===== src/rtl/rf_pkg.sv =====
// rf_pkg: shared constants and types for the register-file write scheduler.
//   PW             register address width (2**PW registers)
//   DW             register data width
//   wsched_state_t write-port FSM states
//   rf_src_t       write-port producers (A = ALU writeback, B = load return)
package rf_pkg;

   localparam int PW = 4;
   localparam int DW = 8;

   typedef enum logic [1:0] {
      IDLE,
      WRITE,
      CHECK
   } wsched_state_t;

   typedef enum logic {
      SRC_A,
      SRC_B
   } rf_src_t;

endpackage


===== src/rtl/rf_scoreboard.sv =====
// rf_scoreboard: one pending-write bit per register, used to flag
// read-after-write hazards on the two register-file read ports.
//   clk, reset          clock, synchronous active-high reset
//   set_en, set_addr    reserve a destination (sets its pending bit)
//   clr_en, clr_addr    commit of a write (clears its pending bit)
//   rd_addr_a/b         read-port addresses
//   haz_a/b             combinational: addressed register has a pending write
module rf_scoreboard
   import rf_pkg::*;
#(
   parameter int pw = PW
) (
   input  logic          clk,
   input  logic          reset,
   input  logic          set_en,
   input  logic [pw-1:0] set_addr,
   input  logic          clr_en,
   input  logic [pw-1:0] clr_addr,
   input  logic [pw-1:0] rd_addr_a,
   input  logic [pw-1:0] rd_addr_b,
   output logic          haz_a,
   output logic          haz_b
);

   localparam int NREG = 2 ** pw;

   logic [NREG-1:0] pending;

   // NOTE: the pending bits are control state, not data storage: they must
   // come out of reset cleared or the issue logic would stall on phantom hazards.
   always_ff @(posedge clk) begin
      if (reset) begin
         pending <= '0;
      end else begin
         // NOTE: non-blocking assignments; when both hit the same bit the
         // later one (the set) is the value that lands, giving set priority.
         if (clr_en) pending[clr_addr] <= 1'b0;
         if (set_en) pending[set_addr] <= 1'b1;
      end
   end

   assign haz_a = pending[rd_addr_a];
   assign haz_b = pending[rd_addr_b];

endmodule


===== src/rtl/rf_write_sched.sv =====
// rf_write_sched: shares the register file's single write port between
// producer A (ALU writeback) and producer B (load return) with round-robin
// arbitration, and tracks pending writes for read-after-write hazards.
//   clk, reset                 clock, synchronous active-high reset
//   a_req/a_addr/a_data/a_gnt  producer A handshake (gnt pulses on accept)
//   b_req/b_addr/b_data/b_gnt  producer B handshake
//   rsv_en, rsv_addr           issue logic reserves a destination register
//   rd_addrA/B, hazA/B         read addresses and their hazard flags
//   rf_wr_en/addr, rf_dat_in   register-file write port (registered)
//   rf_done                    register-file write acknowledge
//   busy                       FSM not idle
//   err                        sticky: rf_done missing after a commit
module rf_write_sched
   import rf_pkg::*;
#(
   parameter int pw = PW
) (
   input  logic          clk,
   input  logic          reset,
   input  logic          a_req,
   input  logic [pw-1:0] a_addr,
   input  logic [DW-1:0] a_data,
   output logic          a_gnt,
   input  logic          b_req,
   input  logic [pw-1:0] b_addr,
   input  logic [DW-1:0] b_data,
   output logic          b_gnt,
   input  logic          rsv_en,
   input  logic [pw-1:0] rsv_addr,
   input  logic [pw-1:0] rd_addrA,
   input  logic [pw-1:0] rd_addrB,
   output logic          hazA,
   output logic          hazB,
   output logic          rf_wr_en,
   output logic [pw:0]   rf_wr_addr,
   output logic [DW-1:0] rf_dat_in,
   input  logic          rf_done,
   output logic          busy,
   output logic          err
);

   wsched_state_t state;
   rf_src_t       last_winner;
   logic          win_a;
   logic          win_b;

   // Grants are combinational so that gnt and req overlap in the accept cycle.
   // They are suppressed under reset because that edge will not accept anything.
   // NOTE: every output of this block gets a default first, so no path leaves
   // a value unassigned and no latch is inferred.
   always_comb begin
      win_a = 1'b0;
      win_b = 1'b0;
      if (!reset && (state == IDLE || state == CHECK)) begin
         if (a_req && b_req) begin
            win_a = (last_winner == SRC_B);
            win_b = (last_winner == SRC_A);
         end else begin
            win_a = a_req;
            win_b = b_req;
         end
      end
   end

   assign a_gnt = win_a;
   assign b_gnt = win_b;

   always_ff @(posedge clk) begin
      if (reset) begin
         state       <= IDLE;
         last_winner <= SRC_B;
         rf_wr_en    <= 1'b0;
         rf_wr_addr  <= '0;
         rf_dat_in   <= '0;
         busy        <= 1'b0;
         err         <= 1'b0;
      end else begin
         rf_wr_en <= 1'b0;
         case (state)
            IDLE, CHECK: begin
               if (state == CHECK && !rf_done) err <= 1'b1;
               if (win_a || win_b) begin
                  state       <= WRITE;
                  busy        <= 1'b1;
                  rf_wr_en    <= 1'b1;
                  last_winner <= win_a ? SRC_A : SRC_B;
                  rf_wr_addr  <= {1'b0, (win_a ? a_addr : b_addr)};
                  rf_dat_in   <= win_a ? a_data : b_data;
               end else begin
                  state <= IDLE;
                  busy  <= 1'b0;
               end
            end
            WRITE: begin
               state <= CHECK;
               busy  <= 1'b1;
            end
            default: begin
               state <= IDLE;
               busy  <= 1'b0;
            end
         endcase
      end
   end

   // The write commits on the edge that ends WRITE; that edge clears pending.
   rf_scoreboard #(.pw(pw)) u_scoreboard (
      .clk       (clk),
      .reset     (reset),
      .set_en    (rsv_en),
      .set_addr  (rsv_addr),
      .clr_en    (state == WRITE),
      .clr_addr  (rf_wr_addr[pw-1:0]),
      .rd_addr_a (rd_addrA),
      .rd_addr_b (rd_addrB),
      .haz_a     (hazA),
      .haz_b     (hazB)
   );

endmodule


===== config.mk =====
export PLATFORM = sky130hd
export DESIGN_NAME = rf_write_sched
export DESIGN_NICKNAME = d
export VERILOG_FILES = /design/src/rtl/rf_pkg.sv /design/src/rtl/rf_scoreboard.sv /design/src/rtl/rf_write_sched.sv
export SDC_FILE = /design/constraint.sdc
export NUM_CORES = 1
export LEC_CHECK = 0
export CORE_ASPECT_RATIO = 1.2
export CORE_UTILIZATION = 40
export DETAILED_ROUTE_END_ITERATION = 7
export PLACE_DENSITY = 0.76
export SYNTH_ARGS = -nofsm -noshare
export SYNTH_HDL_FRONTEND = slang
export SYNTH_SLANG_ARGS = --single-unit
export TNS_END_PERCENT = 10

===== constraint.sdc =====
create_clock -name clk -period 1.2 [get_ports clk]
set_input_delay 0.24 -clock clk [delete_from_list [all_inputs] [get_ports clk]]
set_output_delay 0.24 -clock clk [all_outputs]
set_load 0.02 [all_outputs]

---- Word level (Yosys, flattened, before mapping) ----
Cells that the tools add are included.
operators by class
  reduce and logical (&&, ||, !) cells .... 14
  eq/ne operators ......................... 2
  bitwise gates (word level) .............. 5
  $lt $le $gt $ge ......................... 6
  muxes and demuxes ....................... 22
operators by type and width
  kind                number
  $mux 16             3
  $lt 4x5->1 const B  4
  $and 16x16->16      1
  $not 16->16         1
  $or 16x16->16       1
  $mux 1              11
  $bmux 1 s4          2
  $demux 1 s4         2
  $ge 4x1->1 const B  2
  $mux 8              1
  $logic_and 1x1->1   5
  $mux 4              1
  $pmux 2 s2          1
  $reduce_and 2->1    2
  $reduce_or 2->1     2
  $eq 2x1->1 const B  1
  $eq 2x2->1 const B  1
  $logic_not 1->1     2
  $logic_not 2->1     1
  $logic_or 1x1->1    2
  $not 1->1           2
  $pmux 1 s2          1
word-level totals
  register bits after elaboration ......... 34
  output and inout bits ................... 20
  input bits .............................. 42

---- Logic depth before layout (Yosys ltp) ----
  depth after elaboration ................. 10
  mapped depth ............................ 6
  depth with buffers taken out ............ 4

---- Cells and area by module ----
A second synthesis with hierarchy kept.
unflattened totals
  cells, all modules ...................... 193
  area, all modules ....................... 1885.6 µm²
by module, submodules not included
  module          sequential area each (µm²)  times used  area an instance (µm²)  cells an instance
  rf_write_sched  360.3                       1           963.4                   98
  rf_scoreboard   320.3                       1           922.1                   95

---- Worst setup path after synthesis ----
No wires, ideal clock.
  path kind ............................... reg-to-output
  start point ............................. register state[0]
  end point ............................... output port a_gnt
  arrival time ............................ 1224 ps
  path buffers ............................ 1
  path slack .............................. -264 ps
  cell stages (with the launch flop) ...... 4
  required time ........................... 960 ps
  cell sequence ........................... dfxtp_1 > or3b_1 > clkbuf_2 > nor2_1
between the ends
  longest elaborated chain between the ends .. 4
  elaborated cells on any way between the ends .. 5
  classes of those cells .................. eq/ne: 1; mux: 1; reduce/logical: 3
RTL lines
  element                                        RTL line              source
  from (decl)                                    rf_write_sched.sv:42  wsched_state_t state;
  from (signal assigned)                         rf_write_sched.sv:70  state <= IDLE;
  from (signal assigned)                         rf_write_sched.sv:83  state <= WRITE;
  from (signal assigned)                         rf_write_sched.sv:90  state <= IDLE;
  $eq 2x2->1 or $logic_not 2->1 (tied branches)  rf_write_sched.sv:54  if (!reset && (state == IDLE || state == CHECK)) begin
  $logic_or 1x1->1 *                             rf_write_sched.sv:54
  $logic_and 1x1->1 *                            rf_write_sched.sv:54
  $mux 1 *                                       rf_write_sched.sv:54
  to (decl)                                      rf_write_sched.sv:23  output logic a_gnt,
Every way passes the cells marked *; elsewhere a longest branch is shown, timed or not.

---- Worst setup path after layout ----
  start point ............................. register u_scoreboard.pending[3]
  end point ............................... output port hazB
between the ends
  longest elaborated chain between the ends .. 2
RTL lines
  element                            RTL line              source
  from (decl)                        rf_scoreboard.sv:27   logic [NREG-1:0] pending;
  from (signal assigned)             rf_scoreboard.sv:33   pending <= '0;
  from (signal, indexed assignment)  rf_scoreboard.sv:37   if (clr_en) pending[clr_addr] <= 1'b0;
  from (signal, indexed assignment)  rf_scoreboard.sv:38   if (set_en) pending[set_addr] <= 1'b1;
  $bmux 1 s4                         rf_scoreboard.sv:43   assign haz_b = pending[rd_addr_b];
  $mux 1 (not written as such)       rf_scoreboard.sv:43
  to (decl)                          rf_write_sched.sv:33  output logic hazB,
No other way between the ends. The select of a mux whose other input is x is not followed.

==> flow_summary.json <==
{
  "die-height_um": 73.6,
  "switchingPower_mw": 0.811,
  "p_total_mw": 2.84,
  "r2r_end": "u_scoreboard.pending[8]",
  "drtAntennaViolNets": 0,
  "fin_skew_ns": 0.00317,
  "critPathKind": "flop to output pin",
  "drt_iter0_drc": 92,
  "dp_hpwl_mm": 3.71,
  "ys_seq_area_share_pct": 39.9,
  "hold_buffers": 0,
  "yosys_warnings": 0,
  "path_max_fanout": 3,
  "antenna_cells": 0,
  "clockRootBuffer": "clkbuf_8",
  "min_to": "last_winner",
  "end_kind": "output pin",
  "hold_viol_final": 0,
  "yosysTopAreaCellShare_pct": 39.9,
  "grt_pass1_vias": 1846,
  "io_buffers": 60,
  "cp-startpoint": "u_scoreboard.pending[3]",
  "floorplan.initialDensity_pct": 42.6,
  "syn_nets": 233,
  "place_ws_ns": -1.22,
  "synth_seq_cells": 34,
  "synth_cell_types": 28,
  "worst_ep_arrival_time_ns": 1.49,
  "slowest_stage": "mux4_2",
  "min_period_ns": 1.73,
  "routed_via_density": 5.84,
  "ys_top_cells_by_area": "dfxtp_1 (40%), mux4_2 (11%), a21oi_1 (8.5%)",
  "grt_max_degree": 34,
  "async_flop_share_pct": 0,
  "hold_class": "input pin to flop",
  "finalNetCount": 317,
  "vdd_ir_drop_max_v": 0.000817,
  "drv_slew": 0,
  "syn-instance-count": 191,
  "insertion_delay_ns": 0.29,
  "clockBufferDepth": 2,
  "synthToLayoutAreaGrowth_pct": 62.1,
  "critPathRequiredTime_ns": 0.96,
  "fin_crit_sh_pct": 144,
  "slowest_delay_ns": 0.47,
  "die_w_um": 61.6,
  "reg2reg_depth": 4,
  "holdPathStages": 3,
  "cpMostUsedCell": "mux2i_1",
  "hp-start": "b_req",
  "rsz0062_at_grt": "true",
  "cts_sinks": 34,
  "antenna_found_initial": 0,
  "ff2ff_setup_slack_ns": -0.13,
  "pin_count": 62,
  "synthesis.area_um2": 1710,
  "grt_overflow": 0,
  "numCtsBuffers": 5,
  "hold_slack_ns": 0.395,
  "drive_gt1_share_pct": 32.6,
  "core-area_um2": 4000,
  "violations": "negative setup slack",
  "cts_max_level": 2,
  "critPathBufInv": 1,
  "r2r-start": "state[0]",
  "drt_pass1_iterations": 4,
  "path_clk_slew_ns": 0.07,
  "synth_common_cells": "dfxtp_1 (34), a21oi_1 (29), o21ai_0 (28), nand3_1 (16), nand2_1 (15)",
  "wl_mm": 5.53,
  "nFillCells": 343,
  "status": "complete, but fails checks",
  "p_sw_share_pct": 28.5,
  "routedWlPerCell_um": 16.8,
  "critPathLaunchType": "flop",
  "setup_viol": 23,
  "crit_chain": "mux4_2, mux2i_1, mux2i_1, buf_2",
  "num_vias": 1926,
  "p_comb_share_pct": 25.6,
  "cts_tree": "built",
  "p_per_area_nw_per_um2": 1030,
  "leakage_nw": 1.05,
  "maxCapViolations": 0,
  "clkPwrFrac_pct": 30.9,
  "grt_usage_pct": 25.6,
  "crit_family": "multiplexers",
  "syn-mean-instance-area_um2": 8.94,
  "drc": 0,
  "seq_power_share_pct": 43.5,
  "synth-edff-count": 0,
  "yosysTopAreaCell": "dfxtp_1",
  "gp_congestion": 0.942,
  "setup_slack_ns": -0.526,
  "synth_ff_type": "dfxtp_1",
  "max_freq_mhz": 579,
  "die-area_um2": 4530,
  "synth_most_common_cell": "dfxtp_1",
  "grt_pass1_wl_mm": 8.45,
  "p_int_mw": 2.03,
  "placementRows": 25
}
==> worst max-delay path by stage <==
| stage | to | slack [ns] | cells after the start |
|---|---|---|---|
| floorplan | a_gnt | -0.10 | 4 |
| global placement | hazA | -1.17 | 5 |
| detailed placement | hazA | -1.22 | 5 |
| CTS | hazA | -0.53 | 4 |
| global route | hazB | -0.58 | 4 |
| finish | hazB | -0.53 | 4 |
==> cells in the final DEF (no fill, tap or decap), drive strengths merged, types with 8 or more instances in the layout <==
cell	count
a311oi	12
nand3	16
mux4	8
clkbuf	17
dfxtp	34
o21ai	29
a21oi	29
nand2	15
clkdlybuf4s50	34
buf	33
==> worst min-delay path, cell delays in order <==
cell and delay (ns):
dlymetal6s2s_1 0.13, and3_1 0.19, a211o_1 0.10
==> power groups by stage <==
stage	clock [mW]	combinational [mW]	sequential [mW]
CTS	0.892	0.628	1.23
floorplan	0	0.246	1.31
detailed placement	0	0.645	1.26
global placement	0	0.641	1.25
finish	0.879	0.727	1.24
global route	0.940	0.784	1.24
==> state kept, by name, indices dropped and copies added (netlist names) <==
name                  flops
busy                      1
rf_wr_en                  1
u_scoreboard.pending     16
err                       1
rf_dat_in                 8
state                     2
rf_wr_addr                4
last_winner               1
==> timing repair <==
action                                  in CTS  in global routing
hold endpoints to repair                     0                  0
buffers inserted                             0                  7
gates resized for setup                     70                 59
cloned                                       0                  3
pin swaps                                    7                 13
endpoints found under the setup margin      38                 46
==> metrics by stage <==
step | util, % | TNS [ns] | instances | cell area, µm²
after floorplan | - | -1.12 | 191 | 1740
after global placement | 62.2 | -16.91 | 312 | 2490
after detailed placement | 62.2 | -17.38 | 312 | 2490
after CTS | 64.5 | -5.29 | 320 | 2580
after global routing | 69.1 | -4.52 | 330 | 2770
final | 69.1 | -2.83 | 330 | 2770
==> area by class of cell <==
type	count	area, µm²	share of cell area (%)
well taps	54	67.6	2.44
clock inverters	1	5.00	0.181
multi-input cells	143	1070	38.7
inverters	2	11.3	0.407
flip-flops and latches	34	689	24.9
repair buffers	88	828	29.9
clock buffers	7	86.3	3.12
repair inverters	1	7.51	0.271
==> routing by layer <==
metal | vias to the layer above | GRT usage [%] | routed length [µm]
li1 | 891 | - | -
met1 | 912 | 27.2 | 1950
met2 | 101 | 43.2 | 3000
met3 | 22 | 8.80 | 382
met4 | 0 | 14.1 | 203
met5 | - | 0 | 0
==> kinds of logic (layout without fill, tap and decap cells) <==
logic type / Yosys count / after routing / share of synthesized area [%]
flops: 34 / 34 / 39.9
other cells: 1 / 1 / 0.220
mux: 14 / 14 / 14.1
simple gates: 57 / 57 / 18.5
buf+inv: 14 / 99 / 3.67
compound gates: 71 / 71 / 23.7
(Power assumes the default switching activity.)
